==> config.mk <==
export PLATFORM = sky130hd
export DESIGN_NAME = ex_operand_stage
export DESIGN_NICKNAME = d
export VERILOG_FILES = /design/src/rtl/ex_operand_stage.sv
export SDC_FILE = /design/constraint.sdc
export NUM_CORES = 1
export LEC_CHECK = 0
export ABC_CLOCK_PERIOD_IN_PS = 7920
export CELL_PAD_IN_SITES_DETAIL_PLACEMENT = 0
export CELL_PAD_IN_SITES_GLOBAL_PLACEMENT = 1
export CORE_MARGIN = 3
export CORE_UTILIZATION = 34
export CTS_CLUSTER_DIAMETER = 150
export DETAILED_ROUTE_END_ITERATION = 16
export PLACE_DENSITY_LB_ADDON = 0.1
export SKIP_LAST_GASP = 1
export SLEW_MARGIN = 10
export SYNTH_ARGS = -nofsm -noshare
export SYNTH_HDL_FRONTEND = slang
export SYNTH_SLANG_ARGS = --single-unit
==> constraint.sdc <==
create_clock -name clk -period 7.92 [get_ports clk]
set_input_delay 2.376 -clock clk [delete_from_list [all_inputs] [get_ports clk]]
set_output_delay 2.376 -clock clk [all_outputs]
set_load 0.05 [all_outputs]
==> src/rtl/ex_operand_stage.sv <==
// Execute-stage pipeline register and operand bypass network.
// Holds one decoded instruction and drives the ALU with forwarded operands.
module ex_operand_stage #(
    parameter int DW = 32,
    parameter int RW = 5
) (
    input  logic          clk,
    input  logic          resetn,
    input  logic          ds_valid,
    output logic          es_allowin,
    input  logic [2:0]    ds_aluop,
    input  logic [RW-1:0] ds_rs1,
    input  logic [RW-1:0] ds_rs2,
    input  logic [DW-1:0] ds_rs1_data,
    input  logic [DW-1:0] ds_rs2_data,
    input  logic [DW-1:0] ds_imm,
    input  logic          ds_use_imm,
    input  logic [RW-1:0] ds_rd,
    input  logic          ds_reg_we,
    input  logic          flush,
    input  logic          ms_allowin,
    input  logic          ms_fwd_we,
    input  logic [RW-1:0] ms_fwd_rd,
    input  logic [DW-1:0] ms_fwd_data,
    input  logic          ws_fwd_we,
    input  logic [RW-1:0] ws_fwd_rd,
    input  logic [DW-1:0] ws_fwd_data,
    output logic          es_valid,
    output logic [2:0]    es_aluop,
    output logic [DW-1:0] es_vsrc1,
    output logic [DW-1:0] es_vsrc2,
    output logic [RW-1:0] es_rd,
    output logic          es_reg_we
);

    logic [2:0]    aluop_q;
    logic [RW-1:0] rs1_q, rs2_q, rd_q;
    logic [DW-1:0] op1_q, op2_q, imm_q;
    logic          use_imm_q, reg_we_q;

    logic          capture, holding;
    logic          ws_hit_ds1, ws_hit_ds2, ws_hit_q1, ws_hit_q2;
    logic [DW-1:0] fwd1, fwd2;

    assign es_allowin = !es_valid || ms_allowin;
    assign capture    = ds_valid && es_allowin;
    assign holding    = es_valid && !es_allowin;

    // A WB write landing in the same cycle as a register-file read or a stall
    // must be folded into the stored operand, or it is lost once WB retires.
    assign ws_hit_ds1 = ws_fwd_we && (ds_rs1 != '0) && (ws_fwd_rd == ds_rs1);
    assign ws_hit_ds2 = ws_fwd_we && (ds_rs2 != '0) && (ws_fwd_rd == ds_rs2);
    assign ws_hit_q1  = ws_fwd_we && (rs1_q  != '0) && (ws_fwd_rd == rs1_q);
    assign ws_hit_q2  = ws_fwd_we && (rs2_q  != '0) && (ws_fwd_rd == rs2_q);

    always_ff @(posedge clk or negedge resetn) begin
        if (!resetn) begin
            es_valid <= 1'b0;
        end else if (flush) begin
            es_valid <= 1'b0;
        end else if (es_allowin) begin
            es_valid <= ds_valid;
        end
    end

    always_ff @(posedge clk or negedge resetn) begin
        if (!resetn) begin
            aluop_q   <= '0;
            rs1_q     <= '0;
            rs2_q     <= '0;
            op1_q     <= '0;
            op2_q     <= '0;
            imm_q     <= '0;
            use_imm_q <= 1'b0;
            rd_q      <= '0;
            reg_we_q  <= 1'b0;
        end else if (capture) begin
            aluop_q   <= ds_aluop;
            rs1_q     <= ds_rs1;
            rs2_q     <= ds_rs2;
            op1_q     <= ws_hit_ds1 ? ws_fwd_data : ds_rs1_data;
            op2_q     <= ws_hit_ds2 ? ws_fwd_data : ds_rs2_data;
            imm_q     <= ds_imm;
            use_imm_q <= ds_use_imm;
            rd_q      <= ds_rd;
            reg_we_q  <= ds_reg_we;
        end else if (holding) begin
            if (ws_hit_q1) op1_q <= ws_fwd_data;
            if (ws_hit_q2) op2_q <= ws_fwd_data;
        end
    end

    // MEM is younger than WB, so its result wins when both target the same register.
    always_comb begin
        fwd1 = op1_q;
        if (rs1_q == '0)
            fwd1 = '0;
        else if (ms_fwd_we && (ms_fwd_rd == rs1_q))
            fwd1 = ms_fwd_data;
        else if (ws_fwd_we && (ws_fwd_rd == rs1_q))
            fwd1 = ws_fwd_data;

        fwd2 = op2_q;
        if (rs2_q == '0)
            fwd2 = '0;
        else if (ms_fwd_we && (ms_fwd_rd == rs2_q))
            fwd2 = ms_fwd_data;
        else if (ws_fwd_we && (ws_fwd_rd == rs2_q))
            fwd2 = ws_fwd_data;
    end

    assign es_vsrc1  = fwd1;
    assign es_vsrc2  = use_imm_q ? imm_q : fwd2;
    assign es_aluop  = aluop_q;
    assign es_rd     = rd_q;
    assign es_reg_we = reg_we_q && es_valid;

endmodule

==> flow_summary.toml <==
[setup_path]
reg2reg_slack_ps = 5090
cp_num_buf_inv = 3
crit_type = "in -> out"
end_kind = "primary output"
regToRegStartpoint = "es_valid"
cp.depth = 8
critPathRequiredTime_ps = 5540
crit_start = "ws_fwd_rd[2]"
cp_common_cell = "buf_4"
max_stage_delay_ps = 630
cp-start-kind = "input pin"
cp_max_fo = 25
critPathTopFamily = "simple AND/OR/NAND/NOR gates"
r2r_cells = 8
cp_slowest_cell = "and2_2"
arrival_ps = 4910
path_cells = "clkdlybuf4s50_1 -> xnor2_1 -> nor4bb_1 -> and2_2 -> buf_4 -> nand2_1 -> a31oi_1 -> buf_4"

[pwr]
switching_power_w = 0.000815
power_frac_comb_pct = 36.1
seqPwrFrac_pct = 29.4
p_int_w = 0.00162
ir_worst_vdd_mv = 0.144
power.leakage_nw = 4.76
swShare_pct = 33.5
powerDensity_nw_per_um2 = 225
finalPower_w = 0.00243
clkPwrFrac_pct = 34.5

[synth]
ys_top_cells_by_area = "dfrtp_1 (43%), nand2_1 (14%), a221o_1 (9.4%), mux2i_1 (4.7%), o221ai_1 (4.1%)"
synth_area_sq_um = 6830
synth-seq-area-share_pct = 42.9
synthArstFlopShare_pct = 100
yosys_warnings = 0
synth_area_per_cell_sq_um = 8.55
synth_common_cells = "nand2_1 (260), dfrtp_1 (117), a221o_1 (64), clkbuf_1 (54), o21ai_0 (34)"
synth.top_cell.area_share_pct = 42.9
yosysMostFrequentCell = "nand2_1"
synth_edf_count = 0
synth_area_leader_cell = "dfrtp_1"
yosysUniqueCellTypes = 30
synth.ff_latch_count = 117
synthCells = 799
ys.flop_type = "dfrtp_1"
synth_nets = 996

[sta]
hold_viol_final = 0
layout_min_cycle_time_ps = 7290
tightest_slew_ps = 1200
min_period_over_period_pct = 92.0
fin_setup_tns_ps = 0
rsz0062_at_grt = "no"
fin_skew_ps = 10.2
maxSlewHeadroom_pct = 20.3
setup_ws_ps = 630
max_freq_ghz = 0.137
finalSetupViolations = 0
slew_viol_final = 0

[finish]
final_area_sq_um = 10800
antenna_cells = 0
nets = 1235
finalNonFillerCells = 1315
drive_above_1_share_pct = 11.6
syn_to_final_growth_pct = 58.1

[clock_network]
clock_sink_count = 117
cts_made_buffers = 17
clk_pin_slew_ps = 50
cts-resized-gates = 0
h-tree-depth = 4
clk_latency_ps = 420
cts-root-buf = "clkbuf_16"
clock_path_buffers = 2
ctsHoldBuffers = 0
cts_tree = "yes"
post_cts_buffers = 0

[detailed_routing]
vias = 7036
drt-wirelength-per-cell_um = 20.9
ant_nets = 0
viasPerCell = 5.35
drc = 0
first_iter_violations = 433
dr.pass1.iters = 5
totalWireLength_um = 27400

[floorplanning]
core_area_sq_um = 19600
die_w_um = 148
die_h_um = 148
initial_utilization_pct = 34.9
design.portCount = 272
rows = 51
die_area_sq_um = 21800

[status]
status = "finished, final reports clean"

[global_routing]
grt_max_degree = 86
grt_first_pass_wirelength_um = 42300
grt_usage_pct = 24.9
first_global_vias = 7197
grt-ovfl-total = 0
antenna_found_initial = 1

[min_path]
min_path_cells = 2
worst_hold_path_type = "reg -> reg"
hp-start = "reg_we_q"

[placement]
place_worst_setup_slack_ps = 620
place_area_sq_um = 10200
gp_congestion = 0.841
numPortBuffers = 271
dp_cells = 1284
hpwl_um = 18600

[flow_run]
drv_cap = 0
==> per-stage QoR <==
step / util [%] / hold slack [ps]
floorplan: - / 437
global placement: 51.9 / 454
detailed placement: 51.9 / 456
CTS: 55.1 / 470
global route: 55.1 / 492
finish: 55.1 / 469
==> per-layer routing <==
metal,track usage (%),vias to the layer above,share of wire (%)
met5,0,-,0.040
met3,6.41,35,7.3
li1,-,3333,-
met4,7.27,2,2.1
met2,40.7,266,47
met1,32.8,3400,44
==> worst register-to-register path, stage by stage, from the launching register on <==
cell and delay, ps:
dfrtp_1 380, nor2b_1 170, inv_1 120, and2_4 160, buf_4 710, nand4_1 290
o31ai_4 310, buf_4 410, a221o_1 200
==> registers in the layout, indices dropped and copies added, names as in the netlist <==
| name | cells |
|---|---|
| imm_q | 32 |
| op1_q | 32 |
| op2_q | 32 |
| es_rd | 5 |
| rs1_q | 5 |
| rs2_q | 5 |
| es_aluop | 3 |
| es_valid | 1 |
| reg_we_q | 1 |
| use_imm_q | 1 |
==> power by group through the flow <==
stage	clock [W]	combinational (W)	sequential [W]
6_report	0.000837	0.000878	0.000715
5_1_grt	0.000874	0.000930	0.000724
4_1_cts	0.000850	0.000885	0.000715
3_5_place_dp	0	0.000883	0.000723
3_3_place_gp	0	0.000880	0.000723
2_1_floorplan	0	0.000437	0.000728
==> worst paths after layout <==
check | end
max | es_vsrc1[23]
min | reg_we_q
max reg2reg | op1_q[28]
min reg2reg | reg_we_q
max in group asynchronous | op1_q[30]
min in group asynchronous | imm_q[4]
==> cell families (layout without fill, tap and decap cells) <==
kind of cell,after synthesis,in the layout,synth area share (%)
multiplexers,32,32,4.69
XOR/XNOR,28,28,3.59
flip-flops,117,117,42.9
AO/OA/AOI/OAI,197,197,22.8
AND/OR/NAND/NOR,327,327,20.2
buffers and inverters,98,349,5.88
==> placed cells by master (no fill, tap or decap), drive strengths merged, types with 2 or more instances in the layout <==
cell | Yosys | final
or4 | 2 | 2
a221o | 64 | 64
o21ai | 34 | 34
inv | 33 | 33
a21boi | 32 | 32
mux2i | 32 | 32
dfrtp | 117 | 117
xnor2 | 12 | 12
a31oi | 33 | 33
nor4 | 5 | 5
clkbuf | 54 | 22
nor2 | 7 | 7
nor3 | 2 | 2
o221ai | 32 | 32
nand2 | 260 | 260
clkdlybuf4s50 | 0 | 206
nand3 | 4 | 4
xor2 | 16 | 16
and2 | 6 | 6
clkinv | 0 | 5
bufinv | 0 | 4
and3 | 32 | 32
nand4 | 4 | 4
or2 | 2 | 2
buf | 11 | 79
==> cell type report <==
class / instances / area, sq um
timing repair buffer: 285 / 3230
inverter: 33 / 124
sequential: 117 / 2930
fill: 1848 / 8790
clock inverter: 9 / 149
tap: 265 / 332
clock buffer: 22 / 484
multi-input combinational: 584 / 3550
No activity file was read; power rests on OpenSTA's default activity.
